File: src/rtl/mod_memaccess.sv
// Data-memory access unit: serves load (line fill) and store (single-word write)
// requests from mod_memstage over the system request/response bus.
module mod_memaccess #(
    parameter int         BEATS     = 8,
    parameter logic [3:0] READ_TAG  = 4'h1,
    parameter logic [3:0] WRITE_TAG = 4'h2
) (
    input  logic        clk,
    input  logic        reset,
    input  logic        data_reqFlag,
    input  logic        store_reqFlag,
    input  logic [63:0] data_reqAddr,
    input  logic [63:0] store_data,
    output logic        reqcyc,
    output logic [63:0] req,
    output logic [3:0]  reqtag,
    input  logic        reqack,
    input  logic        respcyc,
    input  logic [63:0] resp,
    output logic        respack,
    output logic [63:0] load_buffer,
    output logic        load_done,
    output logic        store_opn,
    output logic        busy
);

    localparam int CNT_W    = $clog2(BEATS);
    localparam int LINE_LSB = 3 + CNT_W;
    localparam logic [CNT_W-1:0] LAST_BEAT = CNT_W'(BEATS - 1);

    typedef enum logic [2:0] {
        IDLE,
        LD_REQ,
        LD_RESP,
        ST_ADDR,
        ST_DATA,
        DONE
    } state_t;

    state_t           state_q, state_d;
    logic             reqcyc_q, reqcyc_d;
    logic [63:0]      req_q, req_d;
    logic [3:0]       reqtag_q, reqtag_d;
    logic [63:3]      addr_q, addr_d;
    logic [63:0]      sdata_q, sdata_d;
    logic [CNT_W-1:0] cnt_q, cnt_d;
    logic [63:0]      lbuf_q, lbuf_d;
    logic             sopn_q, sopn_d;

    // Byte-offset bits never matter: every access is word aligned.
    logic unused_addr_lsbs;
    assign unused_addr_lsbs = ^data_reqAddr[2:0];

    always_ff @(posedge clk or negedge reset) begin
        if (!reset) begin
            state_q  <= IDLE;
            reqcyc_q <= 1'b0;
            req_q    <= '0;
            reqtag_q <= '0;
            addr_q   <= '0;
            sdata_q  <= '0;
            cnt_q    <= '0;
            lbuf_q   <= '0;
            sopn_q   <= 1'b0;
        end else begin
            state_q  <= state_d;
            reqcyc_q <= reqcyc_d;
            req_q    <= req_d;
            reqtag_q <= reqtag_d;
            addr_q   <= addr_d;
            sdata_q  <= sdata_d;
            cnt_q    <= cnt_d;
            lbuf_q   <= lbuf_d;
            sopn_q   <= sopn_d;
        end
    end

    always_comb begin
        state_d  = state_q;
        reqcyc_d = reqcyc_q;
        req_d    = req_q;
        reqtag_d = reqtag_q;
        addr_d   = addr_q;
        sdata_d  = sdata_q;
        cnt_d    = cnt_q;
        lbuf_d   = lbuf_q;
        sopn_d   = sopn_q;
        respack  = 1'b0;

        case (state_q)
            IDLE: begin
                // Bus request fields are set up here so they appear registered
                // on the first cycle of the request state.
                if (store_reqFlag) begin
                    addr_d   = data_reqAddr[63:3];
                    sdata_d  = store_data;
                    sopn_d   = 1'b1;
                    reqcyc_d = 1'b1;
                    req_d    = {data_reqAddr[63:3], 3'b000};
                    reqtag_d = WRITE_TAG;
                    state_d  = ST_ADDR;
                end else if (data_reqFlag) begin
                    addr_d   = data_reqAddr[63:3];
                    reqcyc_d = 1'b1;
                    req_d    = {data_reqAddr[63:LINE_LSB], {LINE_LSB{1'b0}}};
                    reqtag_d = READ_TAG;
                    state_d  = LD_REQ;
                end
            end

            LD_REQ: begin
                if (reqack) begin
                    reqcyc_d = 1'b0;
                    req_d    = '0;
                    reqtag_d = '0;
                    cnt_d    = '0;
                    state_d  = LD_RESP;
                end
            end

            LD_RESP: begin
                respack = respcyc;
                if (respcyc) begin
                    if (cnt_q == addr_q[LINE_LSB-1:3]) begin
                        lbuf_d = resp;
                    end
                    cnt_d = cnt_q + CNT_W'(1);
                    if (cnt_q == LAST_BEAT) begin
                        state_d = DONE;
                    end
                end
            end

            DONE: begin
                state_d = IDLE;
            end

            ST_ADDR: begin
                if (reqack) begin
                    req_d   = sdata_q;
                    state_d = ST_DATA;
                end
            end

            ST_DATA: begin
                if (reqack) begin
                    reqcyc_d = 1'b0;
                    req_d    = '0;
                    reqtag_d = '0;
                    sopn_d   = 1'b0;
                    state_d  = IDLE;
                end
            end

            default: begin
                state_d = IDLE;
            end
        endcase
    end

    assign reqcyc      = reqcyc_q;
    assign req         = req_q;
    assign reqtag      = reqtag_q;
    assign load_buffer = lbuf_q;
    assign load_done   = (state_q == DONE);
    assign store_opn   = sopn_q;
    assign busy        = (state_q != IDLE);

endmodule

File: config.mk
export PLATFORM = sky130hd
export DESIGN_NAME = mod_memaccess
export DESIGN_NICKNAME = d
export VERILOG_FILES = /design/src/rtl/mod_memaccess.sv
export SDC_FILE = /design/constraint.sdc
export NUM_CORES = 1
export LEC_CHECK = 0
export ABC_CLOCK_PERIOD_IN_PS = 2300
export BUFFER_PORTS_ARGS = -buffer_cell sky130_fd_sc_hd__buf_2
export CORE_MARGIN = 5
export CORE_UTILIZATION = 25
export CTS_CLUSTER_SIZE = 16
export DETAILED_ROUTE_END_ITERATION = 6
export SLEW_MARGIN = 15
export SYNTH_ARGS = -nofsm -noshare
export SYNTH_HDL_FRONTEND = slang
export SYNTH_SLANG_ARGS = --single-unit
export TNS_END_PERCENT = 1
File: constraint.sdc
create_clock -name clk -period 2.3 [get_ports clk]
set_input_delay 0.345 -clock clk [delete_from_list [all_inputs] [get_ports clk]]
set_output_delay 0.345 -clock clk [all_outputs]
set_load 0.03 [all_outputs]
==> results of run 1 <==
==> sequential cells by signal, summed over array words and instances (netlist names) <==
signal	flops
reqtag	2
req	64
state_q	3
store_opn	1
reqcyc	1
sdata_q	64
addr_q	3
cnt_q	3
load_buffer	64
==> worst max-delay path, stage by stage, from the launching register on <==
cell	delay [ns]
dfrtp_1	0.50
and4bb_2	0.45
buf_2	0.25
==> repair_timing <==
action	CTS	global route
buffers inserted	0	0
endpoints found under the hold margin	53	0
hold buffers	1	0
gates resized for setup	0	1
setup endpoints to repair	0	1
==> synth_stat cells (2+ instances only) <==
library cell,number,area share
nand2_1,7,0.0031
dfrtp_1,205,0.60
buf_4,2,0.0018
buf_2,16,0.0094
and3_1,2,0.0015
mux2i_1,3,0.0035
clkbuf_1,13,0.0057
a32o_1,4,0.0047
xnor2_1,5,0.0051
mux2_1,3,0.0040
nor2_1,3,0.0013
mux2_2,191,0.25
ha_1,2,0.0029
inv_1,6,0.0026
a22o_1,60,0.062
nor3b_1,2,0.0018
a21oi_1,5,0.0029
o21ai_0,4,0.0024
buf_6,7,0.0093
==> power groups by stage <==
stage	clock [mW]	sequential (mW)	combinational, mW
detailed placement	0	6.32	8.63
global placement	0	6.23	8.49
floorplan	0	8.31	3.95
finish	3.68	6.27	8.48
global route	3.96	6.50	9.07
CTS	3.83	6.27	8.65
==> per-layer routing <==
| layer | up-vias | track usage | wire length (um) |
|---|---|---|---|
| met2 | 204 | 0.199 | 11400 |
| met1 | 2975 | 0.151 | 10100 |
| met4 | 0 | 0.0430 | 572 |
| li1 | 2735 | - | - |
| met5 | - | 0 | 0 |
| met3 | 36 | 0.0322 | 1620 |
==> worst max-delay path by stage <==
stage / from / to
finish: state_q[0] / respack
global route: state_q[0] / load_done
CTS: state_q[2] / load_done
detailed placement: store_reqFlag / req[20]
global placement: store_reqFlag / req[28]
floorplan: state_q[0] / load_done
==> cell usage in the layout, fill, tap and decap left out, types with 4 or more instances in the layout <==
master / Yosys / layout
clkbuf_1: 13 / 8
dfrtp_1: 205 / 204
a22o_1: 60 / 60
xnor2_1: 5 / 5
buf_12: 0 / 10
inv_1: 6 / 6
nand2_1: 7 / 7
buf_4: 2 / 12
clkinv_2: 0 / 4
o21ai_0: 4 / 4
a21oi_1: 5 / 4
buf_2: 16 / 328
a32o_1: 4 / 4
clkbuf_8: 0 / 4
clkbuf_16: 0 / 25
mux2_2: 191 / 191
==> kinds of logic after synthesis <==
| family | share of synthesized area |
|---|---|
| compound gates | 0.0790 |
| xor+xnor | 0.00515 |
| fa+ha+maj | 0.00294 |
| buf+inv | 0.0288 |
| flops | 0.603 |
| mux | 0.260 |
| other cells | 0.000441 |
| simple gates | 0.0200 |
==> cell type report <==
class	count	area share
diodes	2	0.000432
inverters	6	0.00194
well taps	448	0.0484
repair buffers	352	0.169
clock buffers	36	0.0601
multi-input cells	311	0.273
flip-flops and latches	205	0.443
clock inverters	6	0.00507
==> flow_metrics.py, run 1 <==
metrics = {
    "outcome": {
        "status": "completed",
    },
    "pwr": {
        "total_power_mw": 18.4,
        "p_leak_nw": 5.70,
        "p_int_mw": 11.2,
        "swShare": 0.391,
        "p_comb_frac": 0.460,
        "power_density_nw_per_um2": 1590,
        "p_switching_mw": 7.20,
        "peakVddDrop_mv": 0.753,
        "p_clk_frac": 0.200,
        "p_seq_frac": 0.340,
    },
    "cells_and_area": {
        "area_growth_pct": 36.3,
        "final_core_util": 0.346,
        "fin_nets": 1100,
        "finalInstanceArea_um2": 11600,
        "regArea_um2": 5130,
        "n_fill_cell": 3352,
        "layout.cells.non_filler": 1366,
        "drive_above_1_share": 0.641,
        "multi_input_area_um2": 3160,
    },
    "sta": {
        "finalCritPeriodShare": 0.901,
        "finalWorstSetupSlack_ns": 0.227,
        "finalCriticalPeriod_ns": 2.07,
        "grt_setup_unrepaired": "false",
        "slew_violations": 0,
        "setup_viol": 0,
        "worst_slew_pin_slew_ns": 0.579,
        "hold_viol": 0,
        "setup-tns-final_ns": 0,
        "fmax_mhz": 482,
        "relSlewSlack": 0.614,
        "whs_ns": 0.0557,
        "skew_ns": 0.00681,
    },
    "drt": {
        "dr.pass1.iters": 4,
        "antenna_left": 0,
        "vias_per_cell": 4.36,
        "drc": 0,
        "drt-total-wl_um": 23700,
        "vias": 5950,
        "drt-initial-drc-count": 154,
        "wire_per_inst_um": 17.4,
    },
    "critical_path": {
        "reg2reg_from": "state_q[0]",
        "start_kind": "flip-flop",
        "worstSetupPathType": "flip-flop to primary output",
        "r2r_end": "req[15]",
        "rrSetupSlack_ns": 0.34,
        "endpoint_kind": "primary output",
        "worstPathRequired_ns": 1.96,
        "path_max_fanout": 11,
        "ff2ff_path_depth": 5,
        "cp.arrival_ns": 1.73,
    },
    "place": {
        "place_area_um2": 10800,
        "place_ws_ns": 0.275,
        "port-buffer-count": 329,
        "gp_congestion": 0.792,
        "dp_cells": 1321,
        "dpl.hpwl_um": 16900,
    },
    "yosys": {
        "synth.distinct_cells": 38,
        "yosys_warnings": 0,
        "syn-cell-area_um2": 8500,
        "syn_avg_cell_area_um2": 15.2,
        "synth_top_flop_cell": "dfrtp_1",
        "synth_seq_cells": 205,
        "synth-edff-count": 0,
        "synth_cells": 559,
        "synth_seq_area_share": 0.603,
        "async_flop_share": 1.00,
    },
    "floorplan": {
        "die_w_um": 194,
        "core_area_um2": 33500,
        "dieArea_um2": 37800,
        "placementRows": 67,
        "start_util": 0.254,
        "die_h_um": 194,
        "io_pins": 335,
    },
    "clock_network": {
        "clk_pin_slew_worst_paths_ns": 0.06,
        "clock-root-buffer": "clkbuf_16",
        "cts_made_buffers": 24,
        "cts_tree": "yes",
        "cts_sinks": 205,
        "htreeDepth": 1,
        "clk-insertion-delay-late_ns": 0.51,
        "cts_max_path_buffers": 3,
    },
    "global_route": {
        "antenna_found_initial": 3,
        "groute.usage.overall": 0.120,
        "grt_pass1_vias": 6392,
        "grt_max_degree": 62,
        "overflow": 0,
        "grt_pass1_wl_um": 37100,
    },
    "hold_path": {
        "hp-start": "store_data[34]",
        "whs_path_depth": 2,
        "hp-class": "input pin to flip-flop",
        "min_to": "sdata_q[34]",
    },
    "job": {
        "drv_cap": 0,
    },
}
(Power assumes the default switching activity.)
==> run 2: changes to the inputs <==
- CORE_MARGIN: 5 -> 4
==> flow_metrics.py, run 2 (same netlist as run 1, synthesis figures left out) <==
metrics = {
    "pwr": {
        "p_leak_nw": 5.75,
        "peakVddDrop_mv": 0.692,
        "power_density_nw_per_um2": 1610,
    },
    "drt": {
        "drc": 0,
        "drt-initial-drc-count": 112,
        "drt-total-wl_um": 23300,
        "dr.pass1.iters": 4,
        "wire_per_inst_um": 17.1,
        "vias": 5927,
        "antenna_left": 0,
        "vias_per_cell": 4.34,
    },
    "sta": {
        "finalCriticalPeriod_ns": 2.16,
        "slew_violations": 0,
        "relSlewSlack": 0.601,
        "worst_slew_pin_slew_ns": 0.598,
        "grt_setup_unrepaired": "false",
        "fmax_mhz": 462,
        "finalWorstSetupSlack_ns": 0.136,
        "whs_ns": 0.0622,
        "setup_viol": 0,
        "finalCritPeriodShare": 0.941,
        "hold_viol": 0,
        "skew_ns": 0.00709,
        "setup-tns-final_ns": 0,
    },
    "critical_path": {
        "ff2ff_path_depth": 5,
        "r2r_end": "req[63]",
        "cp.arrival_ns": 1.82,
        "start_kind": "flip-flop",
        "endpoint_kind": "primary output",
        "reg2reg_from": "state_q[1]",
        "rrSetupSlack_ns": 0.29,
        "critPathLaunch": "state_q[1]",
        "path_max_fanout": 16,
        "worstSetupPathType": "flip-flop to primary output",
        "worstPathRequired_ns": 1.96,
    },
    "global_route": {
        "antenna_found_initial": 3,
        "grt_pass1_vias": 6282,
        "overflow": 0,
        "grt_pass1_wl_um": 34900,
        "grt_max_degree": 67,
        "grt-busiest-layer": "met2",
        "groute.usage.overall": 0.118,
        "grt_use_met2": 0.201,
        "met3_usage": 0.0351,
        "grtUsageMet1": 0.144,
    },
    "floorplan": {
        "dieArea_um2": 37000,
        "die_w_um": 192,
        "placementRows": 67,
        "core_area_um2": 33500,
        "start_util": 0.254,
        "io_pins": 335,
        "die_h_um": 192,
    },
    "clock_network": {
        "clk_pin_slew_worst_paths_ns": 0.06,
        "cts_made_buffers": 25,
        "cts_max_path_buffers": 3,
        "cts_sinks": 205,
        "cts.repair.resized": 0,
        "clock-root-buffer": "clkbuf_16",
        "post_cts_buffers": 0,
        "htreeDepth": 1,
        "clk-insertion-delay-late_ns": 0.51,
        "cts_tree": "yes",
    },
    "cells_and_area": {
        "final_cell_mix": "buf_2, dfrtp_1, mux2_2",
        "area_growth_pct": 37.4,
        "layout.cells.non_filler": 1365,
        "final_common_cell": "buf_2",
        "n_fill_cell": 3346,
        "drive_above_1_share": 0.646,
        "finalInstanceArea_um2": 11700,
        "fin_nets": 1099,
    },
    "place": {
        "place_ws_ns": 0.256,
        "place_area_um2": 10800,
        "dp_cells": 1319,
        "gp_congestion": 0.752,
        "port-buffer-count": 329,
        "dpl.hpwl_um": 16600,
    },
    "hold_path": {
        "min_to": "load_buffer[6]",
        "whs_path_depth": 2,
        "hp-class": "input pin to flip-flop",
        "hp-start": "resp[6]",
    },
    "outcome": {
        "status": "completed",
    },
    "job": {
        "drv_cap": 0,
    },
}
run 2: changes by cell type in the layout (fill, tap and decap cells not counted), sizes merged:
cell / delta
bufinv: +3
clkbuf: -3
buf: -2
clkinv: +1
clkinvlp: +1
diode: -1
run 2: repair_timing:
| item | CTS | global route |
|---|---|---|
| hold buffers | 1 | 0 |
| hold endpoints to repair | 57 | 0 |
| endpoints found under the setup margin | 0 | 0 |
run 2: report_power, final:
group          leakage, nW  internal [mW]  switching (mW)
clock network        0.434           2.63            1.52
logic                 2.81           3.61            4.76
registers             2.51           5.37           0.881
run 2: critical path: stages, from the launching register on:
cell and delay [ns]:
dfrtp_1 0.64, and4bb_2 0.43, buf_2 0.24
run 2: layer usage:
metal	part of all wire	wire, um
met1	0.39	9070
met2	0.50	11600
met4	0.028	657
met3	0.083	1930
met5	0.00094	22
run 2: worst max path at each step:
stage	end	cells past startpoint	slack [ns]
3_5_place_dp	req[63]	6	0.26
3_3_place_gp	req[27]	6	0.29
5_1_grt	respack	2	0.06
4_1_cts	respack	2	0.12
6_report	respack	2	0.14
2_1_floorplan	load_done	3	0.45
run 2: area by class of cell:
class                   count  area [um2]  share of cell area
clock buffers              33         716              0.0613
flip-flops and latches    205        5130               0.439
clock inverters            11         165              0.0141
well taps                 448         561              0.0480
multi-input cells         311        3160               0.270
repair buffers            350        1930               0.165
diodes                      1        2.50            0.000214
inverters                   6        22.5             0.00193
run 2: stage by stage:
step	power (mW)	utilization
finish	18.8	0.348
detailed placement	14.9	0.322
CTS	19.1	0.348
floorplan	12.3	-
global placement	14.7	0.322
global route	20.0	0.348
